## src/rtl/ev_counter_ctrl.sv

```systemverilog
// Command sequencer for the event-counter datapath: loads the counter, paces up/down
// counting through a live prescaler and pulses done when the terminal count is reached.
module ev_counter_ctrl #(
  parameter int WIDTH      = 8,
  parameter int PRESCALE_W = 4
) (
  input  logic                  clk,
  input  logic                  rst_n,
  input  logic                  ena,
  input  logic                  cmd_valid,
  output logic                  cmd_ready,
  input  logic [1:0]            cmd_op,
  input  logic [WIDTH-1:0]      cmd_data,
  input  logic [PRESCALE_W-1:0] presc,
  input  logic [WIDTH-1:0]      cnt_value,
  output logic                  cnt_en,
  output logic                  cnt_dir,
  output logic                  cnt_load,
  output logic [WIDTH-1:0]      cnt_load_val,
  output logic                  busy,
  output logic                  done,
  output logic [1:0]            state
);

  typedef enum logic [1:0] {
    ST_IDLE = 2'd0,
    ST_LOAD = 2'd1,
    ST_RUN  = 2'd2,
    ST_DONE = 2'd3
  } state_e;

  localparam logic [1:0] OP_START_UP   = 2'b00;
  localparam logic [1:0] OP_START_DOWN = 2'b01;
  localparam logic [1:0] OP_STOP       = 2'b10;
  localparam logic [1:0] OP_LOAD       = 2'b11;

  state_e                state_q;
  logic [PRESCALE_W-1:0] psc_q;
  logic [WIDTH-1:0]      tc_q;
  logic                  dir_q;
  logic [WIDTH-1:0]      load_val_q;

  logic cmd_accept;
  logic psc_wrap;
  logic at_tc;

  assign cmd_ready  = ena & ((state_q == ST_IDLE) | (state_q == ST_RUN));
  assign cmd_accept = cmd_valid & cmd_ready;
  // >= rather than == so a prescaler lowered mid-run wraps on the next cycle
  assign psc_wrap   = (psc_q >= presc);
  assign at_tc      = (cnt_value == tc_q);

  assign cnt_en       = ena & (state_q == ST_RUN) & psc_wrap & ~at_tc & ~cmd_accept;
  assign cnt_load     = ena & (state_q == ST_LOAD);
  assign done         = ena & (state_q == ST_DONE);
  assign busy         = (state_q != ST_IDLE);
  assign state        = state_q;
  assign cnt_dir      = dir_q;
  assign cnt_load_val = load_val_q;

  always_ff @(posedge clk or negedge rst_n) begin
    if (!rst_n) begin
      state_q    <= ST_IDLE;
      psc_q      <= '0;
      tc_q       <= '0;
      dir_q      <= 1'b0;
      load_val_q <= '0;
    end else if (ena) begin
      case (state_q)
        ST_IDLE: begin
          if (cmd_accept) begin
            case (cmd_op)
              OP_LOAD: begin
                load_val_q <= cmd_data;
                state_q    <= ST_LOAD;
              end
              OP_START_UP, OP_START_DOWN: begin
                tc_q    <= cmd_data;
                dir_q   <= (cmd_op == OP_START_UP);
                psc_q   <= '0;
                state_q <= ST_RUN;
              end
              default: state_q <= ST_IDLE;
            endcase
          end
        end
        ST_LOAD: state_q <= ST_IDLE;
        ST_RUN: begin
          // an accepted command always wins over terminal-count detection
          if (cmd_accept) begin
            case (cmd_op)
              OP_STOP: state_q <= ST_IDLE;
              OP_LOAD: begin
                load_val_q <= cmd_data;
                state_q    <= ST_LOAD;
              end
              default: begin
                tc_q    <= cmd_data;
                dir_q   <= (cmd_op == OP_START_UP);
                psc_q   <= '0;
                state_q <= ST_RUN;
              end
            endcase
          end else if (at_tc) begin
            state_q <= ST_DONE;
          end else begin
            psc_q <= psc_wrap ? '0 : psc_q + 1'b1;
          end
        end
        ST_DONE: state_q <= ST_IDLE;
        default: state_q <= ST_IDLE;
      endcase
    end
  end

endmodule

```

## config.mk

```make
export PLATFORM = sky130hd
export DESIGN_NAME = ev_counter_ctrl
export DESIGN_NICKNAME = d
export VERILOG_FILES = /design/src/rtl/ev_counter_ctrl.sv
export SDC_FILE = /design/constraint.sdc
export NUM_CORES = 1
export LEC_CHECK = 0
export ABC_AREA = 1
export CAP_MARGIN = 20
export CORE_MARGIN = 3
export CORE_UTILIZATION = 50
export CTS_CLUSTER_SIZE = 24
export DETAILED_ROUTE_END_ITERATION = 7
export GPL_TIMING_DRIVEN = 0
export PLACE_DENSITY = 0.81
export SYNTH_ARGS = -nofsm -noshare
export SYNTH_HDL_FRONTEND = slang
export SYNTH_SLANG_ARGS = --single-unit
```

## constraint.sdc

```tcl
create_clock -name clk -period 2.04 [get_ports clk]
set_input_delay 0.204 -clock clk [delete_from_list [all_inputs] [get_ports clk]]
set_output_delay 0.204 -clock clk [all_outputs]
set_load 0.05 [all_outputs]
```

==> summary.txt <==
status -> finished, final reports clean
startpoint types -> flop
Top FF cell, synth -> dfrtp_1
clk root buf -> clkbuf_4
vias in the first global route -> 1254
TritonCTS Sinks -> 23
mapped cell area -> 0.00138 mm2
worst min path class -> primary input to async pin
area leader, netlist -> dfrtp_1
RD Place Congestion -> 0.828
Min Hold Slack -> 0.262 ns
Starting Density -> 0.541
Yosys cell types -> 26
Post-Place Worst Slack -> -0.569 ns
antenna violations before repair -> 0
critical path class -> flop to output port
Worst EP arrival -> 1.78 ns
CTS Buffer Depth -> 2
met3 wire length -> 151 um
largest net degree at the start of global routing -> 24
TritonRoute pass-1 iters -> 4
drt wl/cell -> 12.4 um
wl on met1 -> 1180 um
maximum fanout along the worst path -> 5
Post-DP HPWL -> 2290 um
fin area -> 0.00190 mm2
row cnt -> 18
first-pass GRT wire length -> 4950 um
uppermost routed layer -> met4
placed cell areas -> 0.00183 mm2
CTS tree -> done
leakage -> 0.974 nW
Final Cycle Share -> 0.974
First DRT Iteration DRCs -> 11
total of max-cap violations -> 0
Layout Cells excl Fill -> 242
Vias -> 1201
Total GRT Usage -> 0.184
count of input and output buffers -> 41
worst slew pin tran -> 0.599 ns
Final WS setup -> 0.0534 ns
die width -> 58.5 um
clk_lat worst skew -> 0.30 ns
# diodes -> 0
DRT Wirelength -> 2990 um
die height -> 58.5 um
Gate Count Post-Synth -> 165
post-synth top area share -> 0.418
Slew Limit Fails -> 0
layout cells sized above 1 -> 0.160
clk slew on worst S/H paths -> 0.13 ns
Post-synth EDFFs -> 0
Critical Path End Type -> output port
# H-tree levels -> 1
Final setup viols -> 0
#FFs+latches synth -> 23
Avg Cell Area, Syn -> 8.34 um2
peak supply drop -> 0.00112 V
vias per inst -> 4.96
Layout area overhead -> 37.8%
top cells by area, synth -> dfrtp_1 42%, nand2_1 12%, inv_1 6.8%
core area -> 0.00254 mm2
nets -> 244
Antenna Nets Post-Route -> 0
FILL cells -> 204
power per cell area -> 1320 mW/mm2
clock period minus worst slack -> 1.99 ns
Ys Warns -> 0
Mapped Nets -> 196
I/O Pins -> 42
Data required, critical path -> 1.84 ns
RSZ-0062 raised after global routing -> yes
relative slew slack -> 0.599
asr flop ratio synth -> 1.00
Final Skew -> 0.00400 ns
drt drc -> 0
Fin. Hold Viols -> 0
placed insts -> 236
gr ovfl total -> 0
Seq/Total Area, Yosys -> 0.418
die area -> 0.00342 mm2
total length of routed met2 wires -> 1650 um
fmax -> 503 MHz
Num CTS Buffers -> 3
## what timing repair did
action                     CTS  global route
setup buffers                0             1
hold buffers                 0             0
gates resized for setup      9             4
setup endpoints to repair    3             3
pin swaps                    0             0
## through the flow
step | power [W] | util | TNS [ns]
after global placement | 0.00223 | 0.718 | -0.514
after detailed placement | 0.00229 | 0.718 | -0.569
after floorplan | 0.00183 | - | -0.392
final | 0.00250 | 0.745 | 0
after CTS | 0.00249 | 0.728 | 0
after global routing | 0.00267 | 0.745 | -0.0436
## routing by layer
| layer | vias to the layer above | global-route usage |
|---|---|---|
| met1 | 555 | 0.199 |
| met2 | 35 | 0.380 |
| met5 | - | 0 |
| met3 | 4 | 0.0197 |
| li1 | 607 | - |
| met4 | 0 | 0.0298 |
## flip-flops by register name, indices dropped and copies added (netlist names)
signal / cells
cnt_load_val: 8
tc_q: 8
psc_q: 4
state: 2
cnt_dir: 1
## synthesized netlist by cell type, types with 3 or more instances
cell,n
inv_1,25
o21ai_2,4
mux2_4,4
dfrtp_1,23
nor2_2,3
nor2_1,17
ha_1,5
a21oi_2,5
nand3_1,8
buf_6,3
xnor2_1,3
a21oi_1,4
nand2_1,44
## area by class of cell
cell class | instances | area [um2] | share of cell area
Multi-Input combinational cell | 113 | 689 | 0.363
Sequential cell | 23 | 576 | 0.303
Timing Repair Buffer | 43 | 437 | 0.230
Inverter | 26 | 97.6 | 0.0515
Tap cell | 30 | 37.5 | 0.0198
Buffer | 3 | 33.8 | 0.0178
Clock buffer | 4 | 26.3 | 0.0139
## where the power goes
part	total, W	switching [W]	internal, W	leakage [nW]
sequential	0.000788	0.000141	0.000648	0.276
combinational	0.00151	0.000934	0.000571	0.683
clock	0.000208	0.000132	0.0000761	0.0150
total	0.00250	0.00121	0.00129	0.974
## critical path, cell delays in order (launching register included)
cell and delay (ns):
dfrtp_1 0.45, ha_4 0.29, inv_1 0.03, o21bai_1 0.12
nand3_1 0.11, nand3_2 0.12, nand2_1 0.07, nor2_2 0.12
buf_6 0.16
## kinds of logic after synthesis
family | synth area share
AOI/OAI and AO/OA | 0.102
xor gates and xnor gates | 0.0318
adders and majority gates | 0.0455
buffers and inverters | 0.0955
DFF | 0.418
muxes | 0.0518
and+or+nand+nor | 0.255
## cell usage in the layout, fill, tap and decap left out, drive strengths merged, types with 2 or more instances in the layout
cell,n
dfrtp,23
xor2,2
mux2,5
xnor2,3
nor2,20
a21oi,10
o21ai,6
dlymetal6s2s,2
clkdlybuf4s50,36
nand2,46
inv,26
ha,5
nand4,2
nand3,9
clkbuf,4
buf,6
dlygate4sd2,2
nor3,2
## path summary, 6_finish.rpt
| kind | to | slack (ns) | from | cells past startpoint |
|---|---|---|---|---|
| setup reg to reg | cnt_load_val[5] | 0.55 | state[0] | 5 |
| min in group clk | tc_q[3] | 0.46 | cmd_data[3] | 3 |
| max in group asynchronous | psc_q[0] | 1.29 | rst_n | 2 |
| hold reg to reg | cnt_dir | 0.52 | cnt_dir | 2 |
| hold / removal | cnt_load_val[3] | 0.26 | rst_n | 1 |
| setup / recovery | cnt_en | 0.05 | psc_q[1] | 8 |
Note: power is estimated with default switching activity, not from simulation.
